**src/rtl/vlog_arb_pkg.sv**
```systemverilog
// Shared types and constants for the round-robin arbiter slice.
package vlog_arb_pkg;

   // One-hot state encoding; anything else is treated as corrupt.
   typedef enum logic [1:0] {
      ST_IDLE  = 2'b01,
      ST_GRANT = 2'b10
   } state_e;

   localparam int DEF_NREQ     = 4;
   localparam int DEF_MAX_HOLD = 8;

   // Index width for n requesters, never narrower than one bit.
   function automatic int idx_width(input int n);
      return (n > 2) ? $clog2(n) : 1;
   endfunction

   // Counter width able to hold the value m (one bit when m is zero).
   function automatic int hold_width(input int m);
      return (m < 1) ? 1 : $clog2(m + 1);
   endfunction

endpackage

```
**src/rtl/vlog_rr_pick.sv**
```systemverilog
// Rotating-priority search: first set request at or after ptr, wrapping.
module vlog_rr_pick
   import vlog_arb_pkg::*;
#(
   parameter int NREQ = DEF_NREQ,
   parameter int CW   = idx_width(NREQ)
) (
   input  logic [NREQ-1:0] req,
   input  logic [CW-1:0]   ptr,
   output logic [NREQ-1:0] pick,
   output logic [CW-1:0]   pick_idx,
   output logic            any
);

   // Two passes: indices ptr..NREQ-1 first, then 0..ptr-1.
   always_comb begin
      pick     = '0;
      pick_idx = '0;
      any      = 1'b0;
      for (int k = 0; k < NREQ; k++) begin
         if (!any && req[k] && (CW'(k) >= ptr)) begin
            any      = 1'b1;
            pick[k]  = 1'b1;
            pick_idx = CW'(k);
         end
      end
      for (int k = 0; k < NREQ; k++) begin
         if (!any && req[k] && (CW'(k) < ptr)) begin
            any      = 1'b1;
            pick[k]  = 1'b1;
            pick_idx = CW'(k);
         end
      end
   end

endmodule

```
**src/rtl/vlog_rr_arbiter.sv**
```systemverilog
// Round-robin arbiter with bounded hold, lock override and an idle gap
// between owners. All outputs come straight from flops.
module vlog_rr_arbiter
   import vlog_arb_pkg::*;
#(
   parameter int NREQ     = DEF_NREQ,
   parameter int MAX_HOLD = DEF_MAX_HOLD
) (
   input  logic                        clock,
   input  logic                        reset,
   input  logic [NREQ-1:0]             req,
   input  logic                        lock,
   output logic [NREQ-1:0]             gnt,
   output logic [idx_width(NREQ)-1:0]  gnt_id,
   output logic                        busy
);

   localparam int CW = idx_width(NREQ);
   localparam int HW = hold_width(MAX_HOLD);

   localparam logic [HW-1:0] HOLD_SAT  = HW'(MAX_HOLD);
   localparam logic [HW-1:0] HOLD_LAST = HW'((MAX_HOLD > 0) ? (MAX_HOLD - 1) : 0);
   localparam logic [CW-1:0] LAST_IDX  = CW'(NREQ - 1);

   state_e          state_q, state_d;
   logic [NREQ-1:0] gnt_q, gnt_d;
   logic [CW-1:0]   gnt_id_q, gnt_id_d;
   logic            busy_q, busy_d;
   logic [CW-1:0]   ptr_q, ptr_d;
   logic [HW-1:0]   hold_q, hold_d;

   logic [NREQ-1:0] pick;
   logic [CW-1:0]   pick_idx;
   logic            pick_any;
   logic            owner_req;
   logic            others_pending;
   logic            preempt;

   vlog_rr_pick #(
      .NREQ (NREQ),
      .CW   (CW)
   ) u_pick (
      .req      (req),
      .ptr      (ptr_q),
      .pick     (pick),
      .pick_idx (pick_idx),
      .any      (pick_any)
   );

   // Release conditions: owner drops its request, or its time slice is up
   // while someone else waits and the owner is not holding lock.
   always_comb begin
      owner_req      = |(req & gnt_q);
      others_pending = |(req & ~gnt_q);
      preempt        = (MAX_HOLD != 0) && (hold_q >= HOLD_LAST) && !lock && others_pending;
   end

   // Next-state logic: grant from IDLE, count/release in GRANT.
   always_comb begin
      state_d  = state_q;
      gnt_d    = gnt_q;
      gnt_id_d = gnt_id_q;
      busy_d   = busy_q;
      ptr_d    = ptr_q;
      hold_d   = hold_q;
      case (state_q)
         ST_IDLE: begin
            if (pick_any) begin
               state_d  = ST_GRANT;
               gnt_d    = pick;
               gnt_id_d = pick_idx;
               busy_d   = 1'b1;
               hold_d   = '0;
            end
         end
         ST_GRANT: begin
            if (!owner_req || preempt) begin
               state_d  = ST_IDLE;
               gnt_d    = '0;
               gnt_id_d = '0;
               busy_d   = 1'b0;
               hold_d   = '0;
               ptr_d    = (gnt_id_q == LAST_IDX) ? '0 : (gnt_id_q + CW'(1));
            end else if (hold_q != HOLD_SAT) begin
               hold_d = hold_q + HW'(1);
            end
         end
         default: begin
            state_d  = ST_IDLE;
            gnt_d    = '0;
            gnt_id_d = '0;
            busy_d   = 1'b0;
            hold_d   = '0;
         end
      endcase
   end

   // State and output registers with synchronous active-low reset.
   always_ff @(posedge clock) begin
      if (!reset) begin
         state_q  <= ST_IDLE;
         gnt_q    <= '0;
         gnt_id_q <= '0;
         busy_q   <= 1'b0;
         ptr_q    <= '0;
         hold_q   <= '0;
      end else begin
         state_q  <= state_d;
         gnt_q    <= gnt_d;
         gnt_id_q <= gnt_id_d;
         busy_q   <= busy_d;
         ptr_q    <= ptr_d;
         hold_q   <= hold_d;
      end
   end

   assign gnt    = gnt_q;
   assign gnt_id = gnt_id_q;
   assign busy   = busy_q;

endmodule

```
**config.mk**
```make
export PLATFORM = sky130hd
export DESIGN_NAME = vlog_rr_arbiter
export DESIGN_NICKNAME = d
export VERILOG_FILES = /design/src/rtl/vlog_arb_pkg.sv /design/src/rtl/vlog_rr_pick.sv /design/src/rtl/vlog_rr_arbiter.sv
export SDC_FILE = /design/constraint.sdc
export NUM_CORES = 1
export LEC_CHECK = 0
export ABC_AREA = 1
export BUFFER_PORTS_ARGS = -buffer_cell sky130_fd_sc_hd__buf_2
export CAP_MARGIN = 15
export CORE_ASPECT_RATIO = 0.9
export CORE_MARGIN = 2
export CORE_UTILIZATION = 40
export DETAILED_ROUTE_END_ITERATION = 6
export PLACE_DENSITY = 0.62
export RECOVER_POWER = 100
export SYNTH_ARGS = -nofsm -noshare
export SYNTH_HDL_FRONTEND = slang
export SYNTH_SLANG_ARGS = --single-unit
```
**constraint.sdc**
```tcl
create_clock -name clock -period 4.1 [get_ports clock]
set_input_delay 0.82 -clock clock [delete_from_list [all_inputs] [get_ports clock]]
set_output_delay 0.82 -clock clock [all_outputs]
set_load 0.02 [all_outputs]
```
Yosys cells after proc, flatten, opt, wreduce, memory -nomap -nowiden
Cells that the tools add are included.
- bitwise operators: 3
- reduce and logical (&&, ||, !) cells: 32
- div/mod/pow operators: 0
- order comparisons: 9
- multipliers: 0
- muxes and demuxes: 39
- add/sub/neg operators: 2
- shifts and indexed selects: 0
- equal/unequal tests: 7
- operators with widths (operator ; number):
    two-way mux 2 bit ; 11
    two-way mux 4 bit ; 5
    two-way mux 1 bit ; 18
    logical AND 1 bit ; 17
    one-hot mux 4 bit (2 select lines) ; 2
    zero test 1 bit ; 9
    bitwise AND 4 bit ; 2
    one-hot mux 2 bit (2 select lines) ; 2
    OR reduction 4 bit ; 2
    AND reduction 2 bit ; 3
    adder 4 x 1 -> 4 bit (second input constant) ; 1
    equality test 2 bit (second input constant) ; 2
    >= comparator 1 x 2 -> 1 bit (first input constant) ; 2
    >= comparator 2 bit (first input constant) ; 2
    >= comparator 4 x 3 -> 1 bit (second input constant) ; 1
    less-than comparator 1 x 2 -> 1 bit (first input constant) ; 2
    less-than comparator 2 bit (first input constant) ; 2
    inequality test 2 bit (second input constant) ; 2
    inequality test 4 bit (second input constant) ; 1
    inverter 4 bit ; 1
    inequality test 3 bit (second input constant) ; 1
    adder 2 x 1 -> 2 bit (second input constant) ; 1
    equality test 2 x 1 -> 1 bit (second input constant) ; 1
    one-hot mux 1 bit (2 select lines) ; 1
    logical OR 1 bit ; 1
- bits in latches: 0
- memories: 0
- RAM bits: 0
- bits in registers: 15
- output and inout bits: 7
- bits in read-only memories: 0
- logic and storage cells: 98
- bits of input ports: 7

Depth between registers and ports, before layout
- depth in word-level cells: 33
- depth in mapped cells: 9
- mapped depth without buffers: 9

Hierarchy
A second synthesis with hierarchy kept.
- cells, all modules: 135
- area total of the unflattened synthesis: 880.8 µm²
- by module, submodules not included (module ; times used ; seq. area each (µm²) ; cells an instance ; area each (µm²)):
    vlog_rr_arbiter ; 1 ; 280.3 ; 106 ; 734.5
    vlog_rr_pick ; 1 ; 0.0 ; 29 ; 146.4

Worst setup path before layout
No wires, ideal clock.
- path type: in2reg
- start point: input req[1]
- end point: register hold_q[2]
- arrival time: 1.510 ns
- data required time: 3.984 ns
- setup time: 0.116 ns
- path buffers: 0
- stages on the path: 8
- path slack: 2.474 ns
- cells stage by stage: nand2_1 > nand2_1 > o21ai_2 > nand4_2 > nand2_2 > inv_1 > nor2_1 > nor2_1
- longest elaborated chain between the ends: 29
- elaborated cells between the ends (all ways): 39
- classes of those cells: eq/ne (2); mux (9); bitwise (2); reduce/logical (26)
- ends and longest elaborated chain (item ; line ; RTL):
    start: declaration ; vlog_rr_arbiter.sv:11 ; input logic [NREQ-1:0] req,
    logical AND 1 bit (2 in a row) ; vlog_rr_pick.sv:21 ; if (!any && req[k] && (CW'(k) >= ptr)) begin
    two-way mux 1 bit ; vlog_rr_pick.sv:21 ;
    zero test 1 bit ; vlog_rr_pick.sv:21 ;
    logical AND 1 bit (2 in a row) ; vlog_rr_pick.sv:21 ;
    two-way mux 1 bit ; vlog_rr_pick.sv:21 ;
    zero test 1 bit ; vlog_rr_pick.sv:21 ;
    logical AND 1 bit (2 in a row) ; vlog_rr_pick.sv:21 ;
    two-way mux 1 bit ; vlog_rr_pick.sv:21 ;
    [8 not listed] ; - ;
    zero test 1 bit ; vlog_rr_pick.sv:28 ; if (!any && req[k] && (CW'(k) < ptr)) begin
    logical AND 1 bit (2 in a row) ; vlog_rr_pick.sv:28 ;
    two-way mux 1 bit ; vlog_rr_pick.sv:28 ;
    zero test 1 bit ; vlog_rr_pick.sv:28 ;
    logical AND 1 bit (2 in a row) ; vlog_rr_pick.sv:28 ;
    two-way mux 1 bit ; vlog_rr_pick.sv:28 ;
    inequality test 2 bit (no line) ; - ;
    AND reduction 2 bit (no line) ; - ;
    end signal: assignment ; vlog_rr_arbiter.sv:113 ; hold_q <= hold_d;
    end: declaration ; vlog_rr_arbiter.sv:30 ; logic [HW-1:0] hold_q, hold_d;
Several ways; a longest one is shown, not always the timed one.
A chain may end at the register's enable or synchronous reset.

Worst setup path in the final report
- start point: input req[2]
- end point: register gnt_q[3] (netlist: gnt[3])
- longest elaborated chain between the ends: 25
- elaborated cells between the ends (all ways): 37
- classes of those cells: eq/ne (2); mux (10); bitwise (2); reduce/logical (23)
- ends and longest elaborated chain (item ; line ; RTL):
    logical AND 1 bit (2 in a row) ; vlog_rr_pick.sv:21 ;
    two-way mux 1 bit ; vlog_rr_pick.sv:21 ;
    zero test 1 bit ; vlog_rr_pick.sv:21 ;
    logical AND 1 bit (2 in a row) ; vlog_rr_pick.sv:21 ;
    two-way mux 1 bit ; vlog_rr_pick.sv:21 ;
    zero test 1 bit ; vlog_rr_pick.sv:28 ;
    logical AND 1 bit (2 in a row) ; vlog_rr_pick.sv:28 ;
    two-way mux 1 bit ; vlog_rr_pick.sv:28 ;
    [4 not listed] ; - ;
    zero test 1 bit ; vlog_rr_pick.sv:28 ;
    logical AND 1 bit (2 in a row) ; vlog_rr_pick.sv:28 ;
    two-way mux 1 bit ; vlog_rr_pick.sv:28 ;
    zero test 1 bit ; vlog_rr_pick.sv:28 ;
    logical AND 1 bit (2 in a row) ; vlog_rr_pick.sv:28 ;
    two-way mux 1 bit ; vlog_rr_pick.sv:28 ;
    two-way mux 4 bit / inequality test 2 bit (equally long branches) ; - ;
    one-hot mux 4 bit (2 select lines) / AND reduction 2 bit (equally long branches) ; - ;
    end signal: assignment ; vlog_rr_arbiter.sv:109 ; gnt_q <= gnt_d;
    end: declaration ; vlog_rr_arbiter.sv:26 ; logic [NREQ-1:0] gnt_q, gnt_d;
Several ways; a longest one is shown, not always the timed one. The select of a mux whose other input is x is not followed.

==> flow_summary.ini <==
[worst_setup_path]
crit_path_start_kind = input pin
critical_path_required_ps = 4310
critPathLaunch = req[2]
cp_data_arrival_time_ps = 2190
reg2reg_from = hold_q[0]
critPathCaptureType = flop
endpoint = gnt[3]
r2r_slack_ps = 2300
worstSetupPathType = input pin to flop
worst-path-max-fanout = 5
timing.rr.end = gnt[3]
rr_worst_depth = 8

[sta]
slew_headroom_pct = 71.0
worst_slack_ps = 2120
tightest_slew_ps = 431
timing.hold.ws_ps = 511
slew_viol_final = 0
fmaxAchievable_ghz = 0.504
tns_ps = 0
period_needed_ps = 1980
rsz0062_at_grt = no
hold_violations = 0
post-route-period-util_pct = 48.4
worst_clock_skew_ps = 3.77
setup_violations = 0

[detailed_routing]
drt_iter0_markers = 4
vias = 825
dr.pass1.iters = 4
antenna_left = 0
routed_wl_mm = 1.77
drcViolationCount = 0
viasPerCell = 4.97
wl_per_cell_um = 10.7

[logic_synthesis]
ys_seq_elements = 14
synth_cells = 124
post-synth-top-area-cell = dfxtp_1
netlist.area_leader.share_pct = 32.9
synth-warning-count = 0
synth_xor_xnor_area_share_pct = 1.03
syn_area_um2 = 852
synthDistinctLibCells = 20
synthesis.nets = 134
synth-simple-area-share_pct = 40.4
post_synth.cell_area_avg_um2 = 6.87
synth_compound_area_share_pct = 12.5
ys_seq_area_share_pct = 32.9
synthMuxAreaShare_pct = 0
synth_area_leaders = dfxtp_1, nand2_1, inv_1
synth_top_family_by_area = simple AND/OR/NAND/NOR gates
synth-adder-area-share_pct = 4.41

[layout]
syn_to_final_growth_pct = 9.25
stdcell_area_um2 = 931
final_cell_mix = nand2_1, inv_1, nor2_1, dfxtp_1, nand3_1
n_antenna_cell = 0
final_common_cell = nand2_1
nNetsFinal = 152
layout-drive-gt1-share_pct = 10.6

[clock_network]
insertion_delay_ps = 270
holdBufCountCts = 0
cts_tree = built
numCtsBuffers = 3
h-tree-depth = 1
path_clk_slew_ps = 80
cts_buffer_depth = 2
cts-resized-gates = 0
cts_sinks = 14
ctsRootBufferMaster = clkbuf_4
postCtsSetupBuffers = 0

[status]
outcome = completed

[floorplan]
chipHeight_um = 47.8
rows = 15
coreArea_um2 = 1970
io_pins = 14
start_util_pct = 43.2
die_x_um = 52.7
dieArea_um2 = 2520

[placed_design]
post_dp_cell_area_um2 = 948
dp.final_hpwl_mm = 1.47
portBuffers = 13
post-place-ws_ps = 2220
gp_congestion = 0.837

[grt]
grt_pass1_wl_mm = 3.16
antenna_found_initial = 0
grt_max_degree = 9
first_global_vias = 724
grt_use_total_pct = 17.6
grt_overflow = 0

[hold_path]
holdCritStartpoint = hold_q[3]
hp-class = flop to flop

[power]
vdd_drop_max_mv = 0.209
p_leak_nw = 0.454
power-per-cell-area_nw_per_um2 = 322

[run]
drv_cap = 0
critical path, cell delays in order:
cell and delay (ps):
clkbuf_1 140, nand2_1 90, nand2_1 50, o21ai_0 360
nand3_1 260, nand2_1 180, nand2_1 150, o22ai_1 140
where the power goes:
| group | leakage [nW] | switching [W] | total [W] | internal, W |
|---|---|---|---|---|
| combinational | 0.319 | 0.0000369 | 0.0000538 | 0.0000168 |
| clock | 0.0210 | 0.0000421 | 0.0000961 | 0.0000540 |
| sequential | 0.114 | 0.00000579 | 0.000149 | 0.000144 |
synth_stat cells (all sizes together):
| library cell | count |
|---|---|
| dfxtp | 14 |
| o21ai | 10 |
| a21oi | 5 |
| nor2 | 14 |
| nand2 | 36 |
| nor3b | 1 |
| nand4 | 6 |
| inv | 20 |
| ha | 3 |
| o21a | 1 |
| nand3 | 11 |
| xnor2 | 1 |
| o22ai | 2 |
cell families (layout without fill, tap and decap cells):
logic type,Yosys count,in the layout
AO/OA/AOI/OAI,18,18
adder cells (fa/ha/maj),3,3
XOR/XNOR,1,1
buffers and inverters,20,37
flip-flops,14,14
AND/OR/NAND/NOR,68,68
per-stage QoR:
stage,std cells,utilization [%],power [W]
floorplan,124,-,0.000194
global placement,162,48.1,0.000212
detailed placement,162,48.1,0.000212
CTS,166,50.0,0.000311
global route,166,47.2,0.000318
finish,166,47.2,0.000299
final cells by class:
| cell class | instances | area (um2) |
|---|---|---|
| Clock buffer | 4 | 36.3 |
| Multi-Input combinational cell | 90 | 453 |
| Fill cell | 232 | 1040 |
| Inverter | 20 | 75.1 |
| Sequential cell | 14 | 280 |
| Tap cell | 25 | 31.3 |
| Timing Repair Buffer | 13 | 55.1 |
metal layers:
metal | global-route usage, % | share of wire, % | vias up
met5 | 0 | 0 | -
li1 | - | - | 435
met1 | 24.6 | 53 | 368
met3 | 5.63 | 5.2 | 2
met2 | 26.3 | 41 | 20
met4 | 4.62 | 0.62 | 0
worst min-delay path by stage:
| stage | endpoint | slack, ps | cells past startpoint |
|---|---|---|---|
| 2_1_floorplan | hold_q[3] | 460 | 2 |
| 3_3_place_gp | gnt[3] | 490 | 2 |
| 3_5_place_dp | ptr_q[0] | 490 | 2 |
| 4_1_cts | ptr_q[0] | 510 | 2 |
| 5_1_grt | hold_q[3] | 540 | 2 |
| 6_report | hold_q[3] | 510 | 2 |
sequential cells by signal (all words and copies together), names as in the netlist:
signal and flops:
state_q 2, hold_q 4, gnt 4, gnt_id 2, ptr_q 2
(Power assumes the default switching activity.)
